$ cat config.mk
export PLATFORM = sky130hd
export DESIGN_NAME = mouse_tracker
export DESIGN_NICKNAME = d
export VERILOG_FILES = /design/src/rtl/mouse_tracker_pkg.sv /design/src/rtl/mouse_axis_clamp.sv /design/src/rtl/mouse_tracker.sv
export SDC_FILE = /design/constraint.sdc
export NUM_CORES = 1
export LEC_CHECK = 0
export ABC_AREA = 1
export ABC_CLOCK_PERIOD_IN_PS = 3200
export BUFFER_PORTS_ARGS = -buffer_cell sky130_fd_sc_hd__buf_2
export CAP_MARGIN = 20
export CORE_ASPECT_RATIO = 0.5
export CORE_MARGIN = 5
export CORE_UTILIZATION = 25
export DETAILED_ROUTE_END_ITERATION = 8
export SYNTH_ARGS = -nofsm -noshare
export SYNTH_HDL_FRONTEND = slang
export SYNTH_SLANG_ARGS = --single-unit
$ cat constraint.sdc
create_clock -name clk -period 3.2 [get_ports clk]
set_input_delay 0.16 -clock clk [delete_from_list [all_inputs] [get_ports clk]]
set_output_delay 0.16 -clock clk [all_outputs]
set_load 0.1 [all_outputs]
$ cat src/rtl/mouse_tracker_pkg.sv
// Shared definitions for the PS/2 mouse tracker: FSM states, header bit positions,
// screen extents shared with the graphics stage, and header/delta helpers.
package mouse_tracker_pkg;

    typedef enum logic [1:0] {
        StWaitB1,
        StWaitB2,
        StWaitB3,
        StUpdate
    } state_e;

    localparam int unsigned BtnL    = 0;
    localparam int unsigned BtnR    = 1;
    localparam int unsigned BtnM    = 2;
    localparam int unsigned HdrSync = 3;
    localparam int unsigned XSign   = 4;
    localparam int unsigned YSign   = 5;
    localparam int unsigned XOvf    = 6;
    localparam int unsigned YOvf    = 7;

    localparam int unsigned HMaxDefault = 640;
    localparam int unsigned VMaxDefault = 480;

    // Header minus the always-one sync bit.
    typedef struct packed {
        logic       y_ovf;
        logic       x_ovf;
        logic       y_sign;
        logic       x_sign;
        logic [2:0] btn;
    } header_t;

    function automatic header_t decode_header(input logic [7:0] b);
        header_t h;
        h.y_ovf  = b[YOvf];
        h.x_ovf  = b[XOvf];
        h.y_sign = b[YSign];
        h.x_sign = b[XSign];
        h.btn    = {b[BtnM], b[BtnR], b[BtnL]};
        return h;
    endfunction

    // 9-bit two's complement delta; an overflowed axis contributes no motion.
    function automatic logic [8:0] axis_delta(input logic sign, input logic ovf,
                                              input logic [7:0] mag);
        return ovf ? 9'd0 : {sign, mag};
    endfunction

endpackage

$ cat src/rtl/mouse_axis_clamp.sv
// Combinational position update for one axis: pos +/- delta, saturated to 0..MAX-1.
module mouse_axis_clamp #(
    parameter int unsigned MAX = 640
) (
    input  logic [9:0] pos,
    input  logic [8:0] delta,
    input  logic       sub,
    output logic [9:0] pos_clamped
);

    localparam logic signed [11:0] Limit = 12'(MAX - 1);

    logic signed [11:0] p;
    logic signed [11:0] d;
    logic signed [11:0] r;

    always_comb begin
        p = signed'({2'b00, pos});
        d = signed'({{3{delta[8]}}, delta});
        r = sub ? (p - d) : (p + d);
        if (r < 12'sd0) begin
            pos_clamped = '0;
        end else if (r > Limit) begin
            pos_clamped = Limit[9:0];
        end else begin
            pos_clamped = r[9:0];
        end
    end

endmodule

$ cat src/rtl/mouse_tracker.sv
// Assembles 3-byte PS/2 mouse packets and integrates them into a clamped absolute
// cursor position plus button state, with resync on framing errors and timeouts.
module mouse_tracker
    import mouse_tracker_pkg::*;
#(
    parameter int unsigned H_MAX   = HMaxDefault,
    parameter int unsigned V_MAX   = VMaxDefault,
    parameter int unsigned X_INIT  = 320,
    parameter int unsigned Y_INIT  = 240,
    parameter int unsigned TIMEOUT = 100_000
) (
    input  logic       clk,
    input  logic       reset,
    input  logic [7:0] rx_data,
    input  logic       rx_done_tick,
    output logic [9:0] mouse_x,
    output logic [9:0] mouse_y,
    output logic [2:0] btn,
    output logic       pkt_done_tick
);

    localparam int unsigned CntW = (TIMEOUT > 2) ? $clog2(TIMEOUT) : 1;
    localparam logic [CntW-1:0] IdleLast = CntW'(TIMEOUT - 1);

    state_e          state_q, state_d;
    logic [CntW-1:0] idle_q, idle_d;
    header_t         hdr_q, hdr_d;
    logic [7:0]      xb_q, xb_d;
    logic [7:0]      yb_q, yb_d;
    logic [9:0]      x_q, x_d;
    logic [9:0]      y_q, y_d;
    logic [2:0]      btn_q, btn_d;
    logic            tick_q, tick_d;
    logic [9:0]      x_new, y_new;

    mouse_axis_clamp #(
        .MAX (H_MAX)
    ) u_clamp_x (
        .pos         (x_q),
        .delta       (axis_delta(hdr_q.x_sign, hdr_q.x_ovf, xb_q)),
        .sub         (1'b0),
        .pos_clamped (x_new)
    );

    // PS/2 y grows upward, screen y grows downward.
    mouse_axis_clamp #(
        .MAX (V_MAX)
    ) u_clamp_y (
        .pos         (y_q),
        .delta       (axis_delta(hdr_q.y_sign, hdr_q.y_ovf, yb_q)),
        .sub         (1'b1),
        .pos_clamped (y_new)
    );

    always_comb begin
        state_d = state_q;
        idle_d  = '0;
        hdr_d   = hdr_q;
        xb_d    = xb_q;
        yb_d    = yb_q;
        x_d     = x_q;
        y_d     = y_q;
        btn_d   = btn_q;
        tick_d  = 1'b0;
        unique case (state_q)
            StWaitB1: begin
                if (rx_done_tick && rx_data[HdrSync]) begin
                    hdr_d   = decode_header(rx_data);
                    state_d = StWaitB2;
                end
            end
            StWaitB2: begin
                if (rx_done_tick) begin
                    xb_d    = rx_data;
                    state_d = StWaitB3;
                end else if (idle_q == IdleLast) begin
                    state_d = StWaitB1;
                end else begin
                    idle_d = idle_q + 1'b1;
                end
            end
            StWaitB3: begin
                if (rx_done_tick) begin
                    yb_d    = rx_data;
                    state_d = StUpdate;
                end else if (idle_q == IdleLast) begin
                    state_d = StWaitB1;
                end else begin
                    idle_d = idle_q + 1'b1;
                end
            end
            StUpdate: begin
                x_d     = x_new;
                y_d     = y_new;
                btn_d   = hdr_q.btn;
                tick_d  = 1'b1;
                state_d = StWaitB1;
            end
            default: state_d = StWaitB1;
        endcase
    end

    always_ff @(posedge clk or posedge reset) begin
        if (reset) begin
            state_q <= StWaitB1;
            idle_q  <= '0;
            hdr_q   <= '0;
            xb_q    <= '0;
            yb_q    <= '0;
            x_q     <= 10'(X_INIT);
            y_q     <= 10'(Y_INIT);
            btn_q   <= '0;
            tick_q  <= 1'b0;
        end else begin
            state_q <= state_d;
            idle_q  <= idle_d;
            hdr_q   <= hdr_d;
            xb_q    <= xb_d;
            yb_q    <= yb_d;
            x_q     <= x_d;
            y_q     <= y_d;
            btn_q   <= btn_d;
            tick_q  <= tick_d;
        end
    end

    assign mouse_x       = x_q;
    assign mouse_y       = y_q;
    assign btn           = btn_q;
    assign pkt_done_tick = tick_q;

endmodule

==> impl_metrics.tcl <==
set metrics [dict create \
    run_status "finished, final reports clean" \
    setup_viol 0 \
    cts_tree "done" \
    final_period_minus_worst_setup_slack_ps 2441 \
    longest_individual_stage_delay_on_the_worst_path_ps 460 \
    clk_pin_slew_worst_paths_ps 50 \
    required_ps 3410 \
    area.growth.synth_to_final_pct 17.57 \
    max_freq_mhz 409.7 \
    criticalPathCategory "register to register" \
    ys_warn_count 0 \
    gp_congestion 0.8716 \
    timing_worst_slew_pin_value_ps 700.4 \
    dp.final_hpwl_um 7918 \
    worst_path_max_delay_cell "sky130_fd_sc_hd__dfrtp_1" \
    initial_utilization 0.2540 \
    die_area_um2 20550 \
    drv.max_cap_violation_count 0 \
    num_rows 34 \
    wl_um 10170 \
    worst_skew_pair_latency_ps 330 \
    cts_buffers 9 \
    die_h_um 103.9 \
    max-slew-margin-rel 0.5326 \
    grt_remaining_overflow 0 \
    post_layout_net_count 694 \
    arrival_ps 2650 \
    detailedRoute.firstPassIterationCount 4 \
    first_global_vias 3736 \
    syn-instance-count 611 \
    holdPathStages 2 \
    finalHoldViolCount 0 \
    postRouteAntennaNets 0 \
    num_vias 3804 \
    post_synthesis_net_count 653 \
    kind_of_launch_point_of_the_worst_setup_path "register" \
    viasPerCell 4.269 \
    yosys_register_bits 66 \
    setup.worst_path.end_class "register" \
    post_synth_instance_area_um2 4408 \
    number_of_violations_reported_at_the_end_of_detailed_routing_iteration_0 185 \
    final.fill_count 1906 \
    cell_at_the_root_of_the_clock_tree "sky130_fd_sc_hd__clkbuf_16" \
    drt-wirelength-per-cell_um 11.41 \
    min_period_over_period 0.7628 \
    synth_sequential_area_ratio 0.3764 \
    clk_path_buf_depth 2 \
    io_pins 35 \
    maximum_number_of_pins_on_one_net_before_global_route_repair 30 \
    insertedDiodeCount 0 \
    critical-path-top-cell-by-count "sky130_fd_sc_hd__nand2_1" \
    maxSlewViolCount 0 \
    crit_path_max_fanout 9 \
    worst_path_cell_trace "nor2_1 -> ha_1 -> inv_1 -> fa_1 -> inv_1 -> nand3_1 -> nand3_1 -> nand2_1 -> nand2_1 -> nand2_1 -> nand2_1 -> nand2_1 -> nand3_2 -> nand3_1 -> nand2_1 -> nand2_1" \
    netlist-cell-type-count 33 \
    route.detailed.drc 0 \
    grt_usage 0.1031 \
    core_area_um2 17360 \
    classification_of_the_worst_slack_hold_path "input port to register" \
    synth_area_per_cell_um2 7.214 \
    numClockSinks 66 \
    global_route_wire_length_before_repair_um 17750 \
    setup_repair_after_global_routing_missed_its_margin "no" \
    cts_setup_buffers 0 \
    die_width_um 197.8 \
    port_buffers 34 \
    share_of_post_route_cells_with_drive_strength_above_1 0.1416 \
    htree_levels 3 \
    initial_antenna_violation_count 0 \
    worst_r2r_path_depth 16 \
    totalNegativeSetupSlack_ps 0 \
    timing.clock.skew_ps 6.170 \
]
[path summary, 6_finish.rpt]
check,startpoint,to,slack [ps]
max in group asynchronous,reset,mouse_x[8]$_DFFE_PP1P_,1910
min reg2reg,btn[1]$_DFFE_PP0P_,btn[1]$_DFFE_PP0P_,470
max reg2reg,hdr_q[5]$_DFFE_PP0P_,mouse_x[4]$_DFFE_PP0P_,760
min,rx_done_tick,idle_q[16]$_DFF_PP0_,90
max,hdr_q[5]$_DFFE_PP0P_,mouse_x[4]$_DFFE_PP0P_,760
min in group asynchronous,reset,idle_q[7]$_DFF_PP0_,460
[kinds of logic (layout without fill, tap and decap cells)]
logic type               after synthesis  count (layout)  synth area share
buffers and inverters                102             148           0.08714
flip-flops                            66              66            0.3764
AO/OA/AOI/OAI                         55              55           0.06443
AND/OR/NAND/NOR                      348             348            0.3628
adder cells (fa/ha/maj)               31              31           0.09140
XOR/XNOR                               9               9           0.01788
[per-layer routing]
layer,track usage,wire length (um),part of all wire
met5,0,0,0
met4,0.02898,113,0.011
met3,0.01942,258,0.025
met2,0.1712,4997,0.49
met1,0.1372,4799,0.47
[worst max-delay path: cells and delay by family, from the launching register on]
| family | cells | cell delay [ps] |
|---|---|---|
| adders and majority gates | 2 | 620 |
| buffers and inverters | 2 | 190 |
| and+or+nand+nor | 12 | 1060 |
| DFF | 1 | 460 |
[cell usage in the layout, fill, tap and decap left out, types with 3 or more instances in the layout]
| master | n |
|---|---|
| sky130_fd_sc_hd__nand2_1 | 206 |
| sky130_fd_sc_hd__inv_1 | 91 |
| sky130_fd_sc_hd__dfrtp_1 | 60 |
| sky130_fd_sc_hd__nor2_1 | 41 |
| sky130_fd_sc_hd__nand3_1 | 39 |
| sky130_fd_sc_hd__buf_2 | 34 |
| sky130_fd_sc_hd__o21ai_0 | 31 |
| sky130_fd_sc_hd__ha_1 | 29 |
| sky130_fd_sc_hd__a21oi_1 | 16 |
| sky130_fd_sc_hd__nand4_1 | 14 |
| sky130_fd_sc_hd__clkbuf_16 | 9 |
| sky130_fd_sc_hd__nand2_2 | 8 |
| sky130_fd_sc_hd__nor2_2 | 8 |
| sky130_fd_sc_hd__nand3_2 | 6 |
| sky130_fd_sc_hd__nor2_4 | 6 |
| sky130_fd_sc_hd__dfstp_2 | 6 |
| sky130_fd_sc_hd__xnor2_1 | 5 |
| sky130_fd_sc_hd__o21ai_1 | 5 |
| sky130_fd_sc_hd__nor3_1 | 5 |
| sky130_fd_sc_hd__xor2_1 | 4 |
| sky130_fd_sc_hd__clkbuf_1 | 4 |
| sky130_fd_sc_hd__inv_2 | 3 |
| sky130_fd_sc_hd__nor4_1 | 3 |
| sky130_fd_sc_hd__nor3b_1 | 3 |
[flip-flops by register name (all words and copies together) (netlist names)]
| signal | flops |
|---|---|
| idle_q | 17 |
| mouse_x | 10 |
| mouse_y | 10 |
| xb_q | 8 |
| yb_q | 8 |
| hdr_q | 7 |
| btn | 3 |
| state_q | 2 |
| pkt_done_tick | 1 |
[through the flow]
step                      setup slack, ps  instances  area [um^2]    util  hold WS, ps
after floorplan                     583.6        611         4408       -        223.7
after CTS                           738.4        891         5182  0.2986        84.66
after detailed placement            750.9        874         4858  0.2799        280.3
after global placement              885.6        874         4858  0.2799        278.8
after global routing                500.9        891         5182  0.2986        101.2
final                               759.0        891         5182  0.2986        90.51
[repair_timing]
| action | 4_1_cts | 5_1_grt |
|---|---|---|
| endpoints found under the hold margin | 27 | 0 |
| hold buffers | 1 | 0 |
| resized for setup | 0 | 0 |
[cell usage after synthesis]
library cell	instances	area, um^2
sky130_fd_sc_hd__nand2_1	206	773.2
sky130_fd_sc_hd__nand4_1	14	87.58
sky130_fd_sc_hd__ha_1	29	362.9
sky130_fd_sc_hd__clkbuf_1	6	22.52
sky130_fd_sc_hd__dfstp_2	6	157.7
sky130_fd_sc_hd__xnor2_1	5	43.79
sky130_fd_sc_hd__o21ai_1	5	25.02
sky130_fd_sc_hd__nor2_4	6	67.56
sky130_fd_sc_hd__inv_1	92	345.3
sky130_fd_sc_hd__nor4_1	3	18.77
sky130_fd_sc_hd__fa_1	2	40.04
sky130_fd_sc_hd__nor3_1	5	25.02
sky130_fd_sc_hd__buf_2	1	5.000
sky130_fd_sc_hd__inv_2	2	7.510
sky130_fd_sc_hd__nand3_2	6	60.06
sky130_fd_sc_hd__clkinv_1	1	3.750
sky130_fd_sc_hd__nor2_2	8	50.05
sky130_fd_sc_hd__or2_2	1	6.260
sky130_fd_sc_hd__o21bai_1	2	15.01
sky130_fd_sc_hd__nand2_2	8	50.05
sky130_fd_sc_hd__nor2_1	41	153.9
sky130_fd_sc_hd__nand4_2	2	25.02
sky130_fd_sc_hd__a21oi_1	16	80.08
sky130_fd_sc_hd__dfrtp_1	60	1501
sky130_fd_sc_hd__nor4_2	1	12.51
sky130_fd_sc_hd__nand3_1	39	195.2
sky130_fd_sc_hd__xor2_1	4	35.03
sky130_fd_sc_hd__a21oi_2	1	8.760
sky130_fd_sc_hd__nand3b_1	2	15.01
sky130_fd_sc_hd__o21ai_0	31	155.2
sky130_fd_sc_hd__nor3_2	2	20.02
sky130_fd_sc_hd__nor3_4	1	16.27
sky130_fd_sc_hd__nor3b_1	3	22.52
[layout make-up]
| cell class | instances | area (um^2) | area share |
|---|---|---|---|
| clock buffer | 14 | 254.0 | 0.04901 |
| clock inverter | 2 | 60.06 | 0.01159 |
| inverter | 95 | 356.6 | 0.06881 |
| multi-input combinational | 443 | 2365 | 0.4563 |
| sequential | 66 | 1659 | 0.3201 |
| tap | 234 | 292.8 | 0.05649 |
| timing repair buffer | 37 | 195.2 | 0.03766 |
Power is not shown: default switching activity piles up to over one toggle a cycle in this logic, so the estimate is an artifact.
